$ cat src/rtl/rfin_packet_demod.sv
// OOK RF pulse demodulator: preamble lock, cell windowing, 64-bit framing.
// In: i_PCLK, i_RST, i_RX, i_RFIN. Out: o_PKT_DATA, o_PKT_REC, o_SYNC_ERR, o_LOCK.
module rfin_packet_demod #(
  parameter int BIT_PERIOD   = 10000,
  parameter int TOL          = 2500,
  parameter int PREAMBLE_LEN = 8,
  parameter int PKT_BITS     = 64,
  parameter int CNT_W        = 16
) (
  input  logic                i_PCLK,
  input  logic                i_RST,
  input  logic                i_RX,
  input  logic                i_RFIN,
  output logic [PKT_BITS-1:0] o_PKT_DATA,
  output logic                o_PKT_REC,
  output logic                o_SYNC_ERR,
  output logic                o_LOCK
);

  localparam int PC_W = $clog2(PREAMBLE_LEN + 1);
  localparam int BC_W = $clog2(PKT_BITS + 1);

  localparam logic [CNT_W-1:0] WIN_LO = CNT_W'(BIT_PERIOD - TOL);
  localparam logic [CNT_W-1:0] WIN_HI = CNT_W'(BIT_PERIOD + TOL);
  localparam logic [CNT_W-1:0] ZERO_LD = CNT_W'(TOL + 1);
  localparam logic [PC_W-1:0] PC_LAST = PC_W'(PREAMBLE_LEN - 1);
  localparam logic [BC_W-1:0] BC_LAST = BC_W'(PKT_BITS - 1);

  typedef enum logic [2:0] {
    IDLE,
    HUNT,
    PREAMBLE,
    DATA,
    DONE
  } state_t;

  state_t state, state_d;

  logic rf_s1, rf_s2, rf_s3, pulse;

  logic [CNT_W-1:0] cnt, cnt_d, cnt_inc;
  logic [PC_W-1:0] pcnt, pcnt_d;
  logic [BC_W-1:0] bcnt, bcnt_d;
  logic [PKT_BITS-1:0] sreg, sreg_d, shifted;
  logic [PKT_BITS-1:0] data_d;
  logic rec_d, err_d;
  logic early, tmo;

  always_ff @(posedge i_PCLK) begin
    if (i_RST) begin
      rf_s1      <= 1'b0;
      rf_s2      <= 1'b0;
      rf_s3      <= 1'b0;
      pulse      <= 1'b0;
      state      <= IDLE;
      cnt        <= '0;
      pcnt       <= '0;
      bcnt       <= '0;
      sreg       <= '0;
      o_PKT_DATA <= '0;
      o_PKT_REC  <= 1'b0;
      o_SYNC_ERR <= 1'b0;
    end else begin
      rf_s1      <= i_RFIN;
      rf_s2      <= rf_s1;
      rf_s3      <= rf_s2;
      pulse      <= rf_s2 & ~rf_s3;
      state      <= state_d;
      cnt        <= cnt_d;
      pcnt       <= pcnt_d;
      bcnt       <= bcnt_d;
      sreg       <= sreg_d;
      o_PKT_DATA <= data_d;
      o_PKT_REC  <= rec_d;
      o_SYNC_ERR <= err_d;
    end
  end

  assign early   = cnt < WIN_LO;
  assign tmo     = cnt == WIN_HI;
  assign cnt_inc = tmo ? cnt : cnt + 1'b1;
  assign shifted = {sreg[PKT_BITS-2:0], pulse};

  always_comb begin
    state_d = state;
    cnt_d   = cnt;
    pcnt_d  = pcnt;
    bcnt_d  = bcnt;
    sreg_d  = sreg;
    data_d  = o_PKT_DATA;
    rec_d   = 1'b0;
    err_d   = 1'b0;
    unique case (state)
      IDLE: begin
        cnt_d = '0;
        if (i_RX) state_d = HUNT;
      end
      HUNT: begin
        cnt_d = '0;
        if (pulse) begin
          state_d = PREAMBLE;
          pcnt_d  = PC_W'(1);
          cnt_d   = CNT_W'(1);
        end
      end
      PREAMBLE: begin
        cnt_d = cnt_inc;
        if (pulse && early) begin
          pcnt_d = PC_W'(1);
          cnt_d  = CNT_W'(1);
        end else if (pulse) begin
          cnt_d = CNT_W'(1);
          if (pcnt == PC_LAST) begin
            state_d = DATA;
            bcnt_d  = '0;
            sreg_d  = '0;
          end else begin
            pcnt_d = pcnt + 1'b1;
          end
        end else if (tmo) begin
          state_d = HUNT;
        end
      end
      DATA: begin
        cnt_d = cnt_inc;
        if (pulse && early) begin
          // early pulse doubles as the first cell of a new preamble
          err_d   = 1'b1;
          state_d = PREAMBLE;
          pcnt_d  = PC_W'(1);
          cnt_d   = CNT_W'(1);
        end else if (pulse || tmo) begin
          // a zero re-anchors on the virtual mid-cell, TOL cycles back
          sreg_d = shifted;
          bcnt_d = bcnt + 1'b1;
          cnt_d  = pulse ? CNT_W'(1) : ZERO_LD;
          if (bcnt == BC_LAST) begin
            data_d  = shifted;
            rec_d   = 1'b1;
            state_d = DONE;
          end
        end
      end
      DONE: begin
        cnt_d   = '0;
        state_d = HUNT;
      end
      default: state_d = IDLE;
    endcase
    if (!i_RX) begin
      state_d = IDLE;
      data_d  = o_PKT_DATA;
      rec_d   = 1'b0;
      err_d   = 1'b0;
    end
  end

  assign o_LOCK = (state == DATA);

endmodule

$ cat config.mk
export PLATFORM = sky130hd
export DESIGN_NAME = rfin_packet_demod
export DESIGN_NICKNAME = d
export VERILOG_FILES = /design/src/rtl/rfin_packet_demod.sv
export SDC_FILE = /design/constraint.sdc
export NUM_CORES = 1
export LEC_CHECK = 0
export CAP_MARGIN = 20
export CORE_UTILIZATION = 50
export DETAILED_ROUTE_END_ITERATION = 8
export DONT_BUFFER_PORTS = 1
export HOLD_SLACK_MARGIN = 0.03
export MAX_ROUTING_LAYER = met4
export PLACE_DENSITY = 0.68
export REMOVE_ABC_BUFFERS = 1
export SYNTH_ARGS = -nofsm -noshare
export SYNTH_HDL_FRONTEND = slang
export SYNTH_SLANG_ARGS = --single-unit
$ cat constraint.sdc
create_clock -name i_PCLK -period 2.59 [get_ports i_PCLK]
set_input_delay 0.1295 -clock i_PCLK [delete_from_list [all_inputs] [get_ports i_PCLK]]
set_output_delay 0.1295 -clock i_PCLK [all_outputs]
set_load 0.02 [all_outputs]
==> summary.json, run 1 <==
{
  "placedCellCount": {"value": 923},
  "p_comb_frac": {"value": 0.023},
  "timing.final.hold_violations": {"value": 0},
  "final.min_clock_period": {"value": 2530, "unit": "ps"},
  "gp_congestion": {"value": 0.889},
  "worstHoldPathType": {"value": "in -> reg"},
  "final.period_utilization": {"value": 0.975},
  "ys_types": {"value": 59},
  "total_switching_power": {"value": 1.07, "unit": "mW"},
  "synth_warnings": {"value": 0},
  "placement_stage_cell_area": {"value": 7240, "unit": "um2"},
  "grt_start_max_net_pins": {"value": 81},
  "netlist_instances": {"value": 774},
  "clk-insertion-delay-late": {"value": 420, "unit": "ps"},
  "fin_worst_skew": {"value": 7.26, "unit": "ps"},
  "synth_edf_count": {"value": 0},
  "setup.worst_path.end_class": {"value": "register"},
  "globalRoute.totalOverflow": {"value": 0},
  "place.detailed.hpwl": {"value": 10600, "unit": "um"},
  "switching_share": {"value": 0.212},
  "drt_first_pass_iters": {"value": 5},
  "drt-initial-drc-count": {"value": 460},
  "timing.max_cap.violations": {"value": 0},
  "path_class": {"value": "reg -> reg"},
  "number_of_antenna_violations_at_the_first_check_in_global_routing": {"value": 0},
  "power.ir.vdd_worst": {"value": 433, "unit": "uV"},
  "diodes": {"value": 0},
  "maxClockFrequency": {"value": 396, "unit": "MHz"},
  "worst_ep_arrival_time": {"value": 2870, "unit": "ps"},
  "die_y": {"value": 119, "unit": "um"},
  "synth_top_family_by_area": {"value": "simple AND/OR/NAND/NOR gates"},
  "slowest_stage": {"value": "or4bb_4"},
  "totalNegativeSetupSlack": {"value": 0, "unit": "ps"},
  "clkSinkCount": {"value": 163},
  "layout-drive-gt1-share": {"value": 0.124},
  "report.power.total": {"value": 5.04, "unit": "mW"},
  "clock_tree_root_driver_cell": {"value": "clkbuf_16"},
  "floorplan.core_area": {"value": 13300, "unit": "um2"},
  "tritoncts": {"value": "done"},
  "parity_gate_share_of_the_synthesized_area_counting_xor_and_xnor_cells": {"value": 0.00127},
  "num-nets-final": {"value": 784},
  "route.detailed.vias_per_inst": {"value": 6.09},
  "wl": {"value": 17400, "unit": "um"},
  "wl_per_cell": {"value": 18.0, "unit": "um"},
  "report.final.slew_viol_count": {"value": 0},
  "seq_power_share": {"value": 0.498},
  "floorplan.initialDensity": {"value": 0.517},
  "synth_simple_gate_area_frac": {"value": 0.204},
  "postRouteAntennaNets": {"value": 0},
  "worst-slew-pin-transition": {"value": 712, "unit": "ps"},
  "power.clock.fraction": {"value": 0.478},
  "reg2reg_slack": {"value": 60, "unit": "ps"},
  "pint": {"value": 3.97, "unit": "mW"},
  "drc": {"value": 0},
  "num_rows": {"value": 42},
  "postLayoutCoreUtil": {"value": 0.599},
  "synth-compound-area-share": {"value": 0.169},
  "finalSetupViolations": {"value": 0},
  "critical_path_required": {"value": 2940, "unit": "ps"},
  "asyncSetResetFlopFracSynth": {"value": 0},
  "crit_path_cell_trace": {"value": "inv_1, ha_1, or4bb_4, nor4_4, o21ai_2, nor2_4, buf_12, clkbuf_16, mux2i_1"},
  "slew-limit-headroom": {"value": 0.524},
  "p_leak": {"value": 2.61, "unit": "nW"},
  "synthAdderAreaFrac": {"value": 0.00725},
  "run_status": {"value": "finished clean"},
  "worstPathMaxFanout": {"value": 18},
  "grt_util_all_layers": {"value": 0.254},
  "wire_length_of_the_first_global_routing_pass": {"value": 28000, "unit": "um"},
  "synth_seq_area_share": {"value": 0.473},
  "yosys-mux-area-fraction": {"value": 0.0943},
  "cts_max_path_buffers": {"value": 2},
  "final_cell_count_no_fill": {"value": 965},
  "ctsHtreeMaxLevel": {"value": 4},
  "placement.io_buffers": {"value": 0},
  "die-width": {"value": 119, "unit": "um"},
  "worst_path_largest_cell_delay": {"value": 570, "unit": "ps"},
  "worst_setup_path_start_kind": {"value": "register"},
  "io_pins": {"value": 71},
  "die_area": {"value": 14300, "unit": "um2"},
  "path_clk_slew": {"value": 60, "unit": "ps"},
  "layout.cell_area.non_filler": {"value": 8000, "unit": "um2"},
  "dominantRegCellSynth": {"value": "dfxtp_1"},
  "synthesis.area_per_instance": {"value": 8.92, "unit": "um2"},
  "number_of_global_route_vias_before_repair": {"value": 5577},
  "via_count": {"value": 5875},
  "syn2layout_area_growth": {"value": 15.9, "unit": "%"},
  "power-per-cell-area": {"value": 630, "unit": "nW/um2"},
  "synth_area": {"value": 6900, "unit": "um2"},
  "cts_inserted_buffers": {"value": 17},
  "number_of_register_bits_inferred_by_synthesis": {"value": 163},
  "unrepaired_setup_endpoints_after_global_routing": {"value": "true"}
}
per-layer routing:
metal  vias to the layer above  track usage  share of wire
li1                       2853            -              -
met1                      2842        0.319           0.46
met2                       156        0.393           0.47
met3                        24       0.0632          0.047
met4                         0       0.0953          0.017
met5                         -            -              0
final timing paths:
kind                             start        to  cells after the start
worst max-delay path            cnt[0]  sreg[28]                      9
worst max register to register  cnt[0]  sreg[28]                      9
worst min-delay path             i_RST    cnt[4]                      3
worst min register to register   rf_s3     pulse                      1
cell type report:
class                   count  area (um2)
flip-flops and latches    163        3260
well taps                 176         220
inverters                  10        37.5
clock buffers              26         499
clock inverters             6        68.8
repair buffers             54         577
multi-input cells         530        3330
fillers                  1191        5350
cells in the final DEF, fill, tap and decap left out, types with 11 or more instances in the layout:
| cell type | count |
|---|---|
| nor2_1 | 11 |
| buf_4 | 39 |
| nand4_1 | 72 |
| dfxtp_1 | 163 |
| mux2i_1 | 65 |
| nand3_1 | 15 |
| clkbuf_16 | 20 |
| nor3_1 | 12 |
| a21oi_1 | 73 |
| o21ai_0 | 81 |
| nand2_1 | 80 |
cell families (layout without fill, tap and decap cells):
family	after synthesis	count (layout)
DFF	163	163
and+or+nand+nor	254	254
adders and majority gates	4	4
xor gates and xnor gates	1	1
buffers and inverters	81	96
AOI/OAI and AO/OA	206	206
muxes	65	65
cell usage after synthesis (7+ instances only):
cell,instances,area (um2)
dfxtp_1,163,3260
o21ai_0,82,410
nand2_1,80,300
a21oi_1,75,375
nand4_1,72,450
mux2i_1,65,651
clkbuf_1,53,199
nand3_1,15,75.1
buf_4,12,90.1
nor2_1,12,45.0
nor3_1,12,60.1
inv_1,10,37.5
a31oi_1,8,50.1
nand2b_1,7,43.8
nor2b_1,7,43.8
per-stage QoR:
stage	setup WS [ps]	hold WS, ps
2_1_floorplan	-3760	199
3_3_place_gp	91.6	209
3_5_place_dp	19.9	210
4_1_cts	0.107	56.8
5_1_grt	-16.0	81.0
6_report	64.6	75.5
power by group through the flow:
stage / registers [mW] / clock network [mW] / logic, mW
floorplan: 2.57 / 0 / 0.0441
global placement: 2.57 / 0 / 0.0846
detailed placement: 2.57 / 0 / 0.0866
CTS: 2.51 / 2.44 / 0.116
global route: 2.51 / 2.55 / 0.128
finish: 2.51 / 2.41 / 0.118
registers in the layout (all words and copies together), names as in the netlist:
register,count
sreg,63
bcnt,7
rf_s2,1
rf_s1,1
o_SYNC_ERR,1
state,3
cnt,16
o_PKT_DATA,64
pulse,1
rf_s3,1
pcnt,4
o_PKT_REC,1
critical path: cells and delay by family (launching register included):
kind / cells / cell delay [ps]
buffers and inverters: 3 / 430
AO/OA/AOI/OAI: 1 / 180
multiplexers: 1 / 200
adder cells (fa/ha/maj): 1 / 170
flip-flops: 1 / 310
AND/OR/NAND/NOR: 3 / 1160
repair_timing:
action                                  4_1_cts  5_1_grt
endpoints found under the hold margin        81        0
cloned                                        0        3
resized for setup                             1        6
hold buffers                                  4        0
endpoints found under the setup margin        1       82
pin swaps                                     0        2
buffers inserted                              0        3
Power figures use the tool's default switching activity.
==> run 2: changes to the inputs <==
--- a/config.mk
+++ b/config.mk
@@ -7,12 +7,12 @@
 export LEC_CHECK = 0
 export CAP_MARGIN = 20
 export CORE_UTILIZATION = 50
+export CTS_BUF_LIST = sky130_fd_sc_hd__clkbuf_4 sky130_fd_sc_hd__clkbuf_8
 export DETAILED_ROUTE_END_ITERATION = 8
 export DONT_BUFFER_PORTS = 1
 export HOLD_SLACK_MARGIN = 0.03
 export MAX_ROUTING_LAYER = met4
 export PLACE_DENSITY = 0.68
-export REMOVE_ABC_BUFFERS = 1
 export SYNTH_ARGS = -nofsm -noshare
 export SYNTH_HDL_FRONTEND = slang
 export SYNTH_SLANG_ARGS = --single-unit
==> run 2 against run 1 <==
Sequential power about the same; register-to-register slack improved by 60 ps; flip-flop and latch count unchanged; hold slack worse by 35 ps; via count fell by 0.37%; non-clock buffer count decreased by 4; total power shrank 5.8%; routed wire length fell by 4.1%; setup slack better by 61 ps; clock-buffer cell count down 6; critical path type unchanged; critical endpoint is now cnt[3].
==> summary.json, run 2 (synthesized netlist as in run 1, its figures left out) <==
{
  "worst-slew-pin-transition": {"value": 659, "unit": "ps"},
  "die_y": {"value": 119, "unit": "um"},
  "num_rows": {"value": 42},
  "power.ir.vdd_worst": {"value": 405, "unit": "uV"},
  "postLayoutCoreUtil": {"value": 0.589},
  "drt-initial-drc-count": {"value": 565},
  "route.detailed.vias_per_inst": {"value": 6.09},
  "reg2regPathDepth": {"value": 8},
  "gp_congestion": {"value": 0.925},
  "dp_slack": {"value": 75.6, "unit": "ps"},
  "postRouteAntennaNets": {"value": 0},
  "layout_common_cells": {"value": "dfxtp_1, o21ai_0, nand2_1"},
  "power-per-cell-area": {"value": 605, "unit": "nW/um2"},
  "largest_register": {"value": "o_PKT_DATA"},
  "diodes": {"value": 0},
  "wire_length_of_the_first_global_routing_pass": {"value": 26600, "unit": "um"},
  "cts_inserted_buffers": {"value": 17},
  "tritoncts": {"value": "done"},
  "die-width": {"value": 119, "unit": "um"},
  "final.setup.worst_slack": {"value": 125, "unit": "ps"},
  "largestRegisters": {"value": "o_PKT_DATA (64), sreg (63), cnt (16)"},
  "reg2reg_slack": {"value": 130, "unit": "ps"},
  "ctsHtreeMaxLevel": {"value": 4},
  "worst_ep_arrival_time": {"value": 2820, "unit": "ps"},
  "number_of_antenna_violations_at_the_first_check_in_global_routing": {"value": 0},
  "num-nets-final": {"value": 780},
  "fin_worst_skew": {"value": 20.4, "unit": "ps"},
  "worst_setup_path_start_kind": {"value": "register"},
  "totalNegativeSetupSlack": {"value": 0, "unit": "ps"},
  "min_to": {"value": "rf_s1"},
  "worstHoldPathType": {"value": "in -> reg"},
  "slew-limit-headroom": {"value": 0.559},
  "timing.rr.end": {"value": "cnt[3]"},
  "p_leak": {"value": 2.55, "unit": "nW"},
  "clock_tree_root_driver_cell": {"value": "clkbuf_8"},
  "final.period_utilization": {"value": 0.952},
  "clk-insertion-delay-late": {"value": 470, "unit": "ps"},
  "drt_first_pass_iters": {"value": 5},
  "floorplan.core_area": {"value": 13300, "unit": "um2"},
  "path_clk_slew": {"value": 100, "unit": "ps"},
  "holdPathStages": {"value": 2},
  "globalRoute.totalOverflow": {"value": 0},
  "maxClockFrequency": {"value": 406, "unit": "MHz"},
  "number_of_global_route_vias_before_repair": {"value": 5483},
  "place.detailed.hpwl": {"value": 10700, "unit": "um"},
  "timing.max_cap.violations": {"value": 0},
  "timing.rr.start": {"value": "cnt[1]"},
  "worst_hold_startpoint": {"value": "i_RST"},
  "critical_path_required": {"value": 2940, "unit": "ps"},
  "final.min_clock_period": {"value": 2460, "unit": "ps"},
  "via_count": {"value": 5853},
  "wl": {"value": 16700, "unit": "um"},
  "finalSetupViolations": {"value": 0},
  "wl_per_cell": {"value": 17.4, "unit": "um"},
  "setup.worst_path.end_class": {"value": "register"},
  "die_area": {"value": 14300, "unit": "um2"},
  "timing.final.hold_violations": {"value": 0},
  "worstPathMaxFanout": {"value": 4},
  "synth_fp_nets": {"value": 782},
  "layout.cell_area.non_filler": {"value": 7860, "unit": "um2"},
  "placement_stage_cell_area": {"value": 7240, "unit": "um2"},
  "syn2layout_area_growth": {"value": 13.9, "unit": "%"},
  "unrepaired_setup_endpoints_after_global_routing": {"value": "false"},
  "run_status": {"value": "finished clean"},
  "grt_start_max_net_pins": {"value": 84},
  "cts_max_path_buffers": {"value": 2},
  "layout-drive-gt1-share": {"value": 0.124},
  "path_class": {"value": "reg -> reg"},
  "timing.hold.ws": {"value": 40.1, "unit": "ps"},
  "grt_util_all_layers": {"value": 0.241},
  "floorplan.initialDensity": {"value": 0.517},
  "layout_commonest_cell": {"value": "dfxtp_1"},
  "io_pins": {"value": 71},
  "placement.io_buffers": {"value": 0},
  "clkSinkCount": {"value": 163},
  "largest_reg_flops": {"value": 64},
  "drc": {"value": 0},
  "report.final.slew_viol_count": {"value": 0}
}
## run 2: worst max-delay path by stage
stage               startpoint  endpoint  slack [ps]  cells after the start
floorplan               cnt[0]    cnt[0]          80                      8
global placement        cnt[0]    cnt[0]         150                      7
global route            cnt[0]    cnt[1]          10                      9
CTS                     cnt[0]  sreg[43]          70                      8
finish                  cnt[1]    cnt[3]         130                      8
detailed placement      cnt[0]  sreg[43]          80                      8
## run 2: area by class of cell
| class | instances | area (um2) |
|---|---|---|
| clock buffer | 20 | 275 |
| clock inverter | 12 | 195 |
| fill | 1164 | 5490 |
| inverter | 10 | 37.5 |
| multi-input combinational | 530 | 3320 |
| sequential | 163 | 3260 |
| tap | 176 | 220 |
| timing repair buffer | 50 | 542 |
## run 2: layer usage
metal	global-route usage	vias to the layer above	wire length (um)
li1	-	2847	-
met1	0.308	2850	7760
met2	0.367	130	7910
met3	0.0551	26	724
met4	0.0961	0	282
met5	-	-	0
## run 2: power breakdown
group	leakage (nW)	switching, mW	total [mW]	internal (mW)
registers	1.31	0.00262	2.51	2.51
logic	1.01	0.0827	0.114	0.0310
clock network	0.231	0.976	2.13	1.15
total	2.55	1.06	4.75	3.69
## run 2: metrics by stage
step | instances | total power [mW]
final | 961 | 4.75
after global routing | 961 | 4.92
after floorplan | 774 | 2.64
after CTS | 957 | 4.79
after detailed placement | 921 | 2.65
after global placement | 921 | 2.65
## run 2: what timing repair did
action                     4_1_cts  5_1_grt
setup endpoints to repair        0       58
hold endpoints to repair        86        0
hold buffers                     4        0
buffers inserted                 0        2
gates resized for setup          0        5
## run 2: critical path, cell delays in order, from the launching register on
cell and delay, ps:
dfxtp_1 320, inv_1 70, ha_1 150, or4bb_4 570, or4_4 570, buf_4 170, o21ai_0 210, o21ai_0 130
a22o_1 180
==> run 3: changes to the inputs <==
--- a/config.mk
+++ b/config.mk
@@ -6,6 +6,7 @@
 export NUM_CORES = 1
 export LEC_CHECK = 0
 export CAP_MARGIN = 20
+export CORE_ASPECT_RATIO = 1.2
 export CORE_UTILIZATION = 50
 export CTS_BUF_LIST = sky130_fd_sc_hd__clkbuf_4 sky130_fd_sc_hd__clkbuf_8
 export DETAILED_ROUTE_END_ITERATION = 8
==> run 3 against run 2 <==
Via count is 0.77% lower; flip-flop and latch count unchanged; hold slack improved by 26 ps; setup slack worse by 12 ps; first-iteration DRC count fell by 24%; cell count down 1.0%; combinational power shrank 4%; clock skew is 8.3 ps lower; fmax fell by 0.49%; core utilization down 1.0 points; critical path type unchanged; critical endpoint is now sreg[26]; largest power group unchanged.
==> summary.json, run 3 (synthesized netlist as in run 1, its figures left out) <==
{
  "worstPathMaxFanout": {"value": 9},
  "worst_ep_arrival_time": {"value": 2860, "unit": "ps"},
  "die-width": {"value": 109, "unit": "um"},
  "clock_tree_root_driver_cell": {"value": "clkbuf_8"},
  "ctsHtreeMaxLevel": {"value": 4},
  "fin_worst_skew": {"value": 12.0, "unit": "ps"},
  "total_switching_power": {"value": 965, "unit": "uW"},
  "crit_path_cell_trace": {"value": "inv_1, ha_1, or4bb_4, nor4_4, buf_4, o21ai_4, nor2_4, buf_6, clkbuf_16, mux2i_1"},
  "timing.critical_path.buf_inv": {"value": 4},
  "worst_setup_path_start_kind": {"value": "register"},
  "totalNegativeSetupSlack": {"value": 0, "unit": "ps"},
  "place.detailed.hpwl": {"value": 10800, "unit": "um"},
  "cts_max_path_buffers": {"value": 2},
  "path_class": {"value": "reg -> reg"},
  "drt-initial-drc-count": {"value": 427},
  "timing.hold.ws": {"value": 66.1, "unit": "ps"},
  "gp_congestion": {"value": 0.902},
  "placedCellCount": {"value": 911},
  "placement_stage_cell_area": {"value": 7170, "unit": "um2"},
  "timing.final.hold_violations": {"value": 0},
  "setup.worst_path.end_class": {"value": "register"},
  "power-per-cell-area": {"value": 547, "unit": "nW/um2"},
  "worst-slew-pin-transition": {"value": 630, "unit": "ps"},
  "layout.filler_cells": {"value": 1207},
  "switching_share": {"value": 0.229},
  "timing.rr.end": {"value": "sreg[26]"},
  "timing.max_cap.violations": {"value": 0},
  "postLayoutCoreUtil": {"value": 0.578},
  "num-nets-final": {"value": 780},
  "dp_slack": {"value": 14.3, "unit": "ps"},
  "drt_first_pass_iters": {"value": 6},
  "layout_common_cells": {"value": "dfxtp_1, o21ai_0, nand2_1"},
  "min_to": {"value": "o_PKT_DATA[8]"},
  "cts_inserted_buffers": {"value": 17},
  "layout.cell_area.non_filler": {"value": 7720, "unit": "um2"},
  "wire_length_of_the_first_global_routing_pass": {"value": 27100, "unit": "um"},
  "final_cell_count_no_fill": {"value": 951},
  "report.power.total": {"value": 4.22, "unit": "mW"},
  "final.period_utilization": {"value": 0.956},
  "largest_register": {"value": "o_PKT_DATA"},
  "report.final.slew_viol_count": {"value": 0},
  "clk-insertion-delay-late": {"value": 450, "unit": "ps"},
  "power.ir.vdd_worst": {"value": 377, "unit": "uV"},
  "slowest_stage": {"value": "or4bb_4"},
  "num_rows": {"value": 46},
  "final.setup.worst_slack": {"value": 113, "unit": "ps"},
  "maxClockFrequency": {"value": 404, "unit": "MHz"},
  "die_y": {"value": 131, "unit": "um"},
  "power.clock.fraction": {"value": 0.379},
  "io_pins": {"value": 71},
  "final.min_clock_period": {"value": 2480, "unit": "ps"},
  "drc": {"value": 0},
  "finalSetupViolations": {"value": 0},
  "number_of_global_route_vias_before_repair": {"value": 5636},
  "p_comb_frac": {"value": 0.026},
  "layout_commonest_cell": {"value": "dfxtp_1"},
  "reg2reg_slack": {"value": 110, "unit": "ps"},
  "worst_path_largest_cell_delay": {"value": 490, "unit": "ps"},
  "clkSinkCount": {"value": 163},
  "grt_util_all_layers": {"value": 0.251},
  "syn2layout_area_growth": {"value": 11.9, "unit": "%"},
  "route.detailed.vias_per_inst": {"value": 6.11},
  "worstHoldPathType": {"value": "in -> reg"},
  "diodes": {"value": 0},
  "critical_path_required": {"value": 2970, "unit": "ps"},
  "slew-limit-headroom": {"value": 0.579},
  "worst_hold_startpoint": {"value": "i_RST"},
  "holdPathStages": {"value": 2},
  "globalRoute.totalOverflow": {"value": 0},
  "largest_reg_flops": {"value": 64},
  "seq_power_share": {"value": 0.596},
  "number_of_antenna_violations_at_the_first_check_in_global_routing": {"value": 0},
  "layout-drive-gt1-share": {"value": 0.124},
  "largestRegisters": {"value": "o_PKT_DATA (64), sreg (63), cnt (16)"},
  "postRouteAntennaNets": {"value": 0},
  "tritoncts": {"value": "done"},
  "die_area": {"value": 14300, "unit": "um2"},
  "run_status": {"value": "finished clean"},
  "grt_start_max_net_pins": {"value": 84},
  "timing.rr.start": {"value": "cnt[0]"},
  "wl": {"value": 17000, "unit": "um"},
  "floorplan.initialDensity": {"value": 0.517},
  "path_clk_slew": {"value": 80, "unit": "ps"},
  "via_count": {"value": 5808},
  "pint": {"value": 3.26, "unit": "mW"},
  "critical-path-top-delay-family": {"value": "simple AND/OR/NAND/NOR gates"},
  "floorplan.core_area": {"value": 13400, "unit": "um2"},
  "placement.io_buffers": {"value": 0},
  "wl_per_cell": {"value": 17.9, "unit": "um"},
  "synth_fp_nets": {"value": 782},
  "reg2regPathDepth": {"value": 10},
  "p_leak": {"value": 2.48, "unit": "nW"}
}
## run 3: worst max-delay path by stage
| stage | start | to | slack (ps) | depth (start not counted) |
|---|---|---|---|---|
| after CTS | cnt[0] | cnt[0] | 10 | 7 |
| after global routing | cnt[1] | sreg[39] | -40 | 10 |
| after floorplan | cnt[0] | cnt[0] | 80 | 8 |
| final | cnt[0] | sreg[26] | 110 | 10 |
| after detailed placement | cnt[0] | cnt[3] | 10 | 7 |
| after global placement | cnt[0] | cnt[3] | 30 | 7 |
## run 3: cell type report
type                       count  area, um2  area share
clock buffer                  21        277      0.0358
clock inverter                 9       60.1     0.00778
inverter                      10       37.5     0.00486
multi-input combinational    530       3340       0.433
sequential                   163       3260       0.423
tap                          168        210      0.0272
timing repair buffer          50        534      0.0692
## run 3: repair_timing
| item | 4_1_cts | 5_1_grt |
|---|---|---|
| setup endpoints to repair | 0 | 134 |
| buffers inserted | 0 | 3 |
| hold endpoints to repair | 86 | 0 |
| hold buffers | 3 | 0 |
| resized for setup | 0 | 12 |
## run 3: routing by layer
metal,vias up,share of wire,track usage
met1,2754,0.44,0.300
met3,34,0.054,0.0620
met5,-,0,-
met2,175,0.48,0.400
met4,0,0.029,0.111
li1,2845,-,-
## run 3: power groups by stage
stage	Clock [mW]	Sequential [mW]	Combinational [mW]
2_1_floorplan	0	2.57	0.0751
3_3_place_gp	0	2.57	0.0758
3_5_place_dp	0	2.57	0.0772
4_1_cts	1.64	2.51	0.104
5_1_grt	1.75	2.51	0.118
6_report	1.60	2.51	0.109
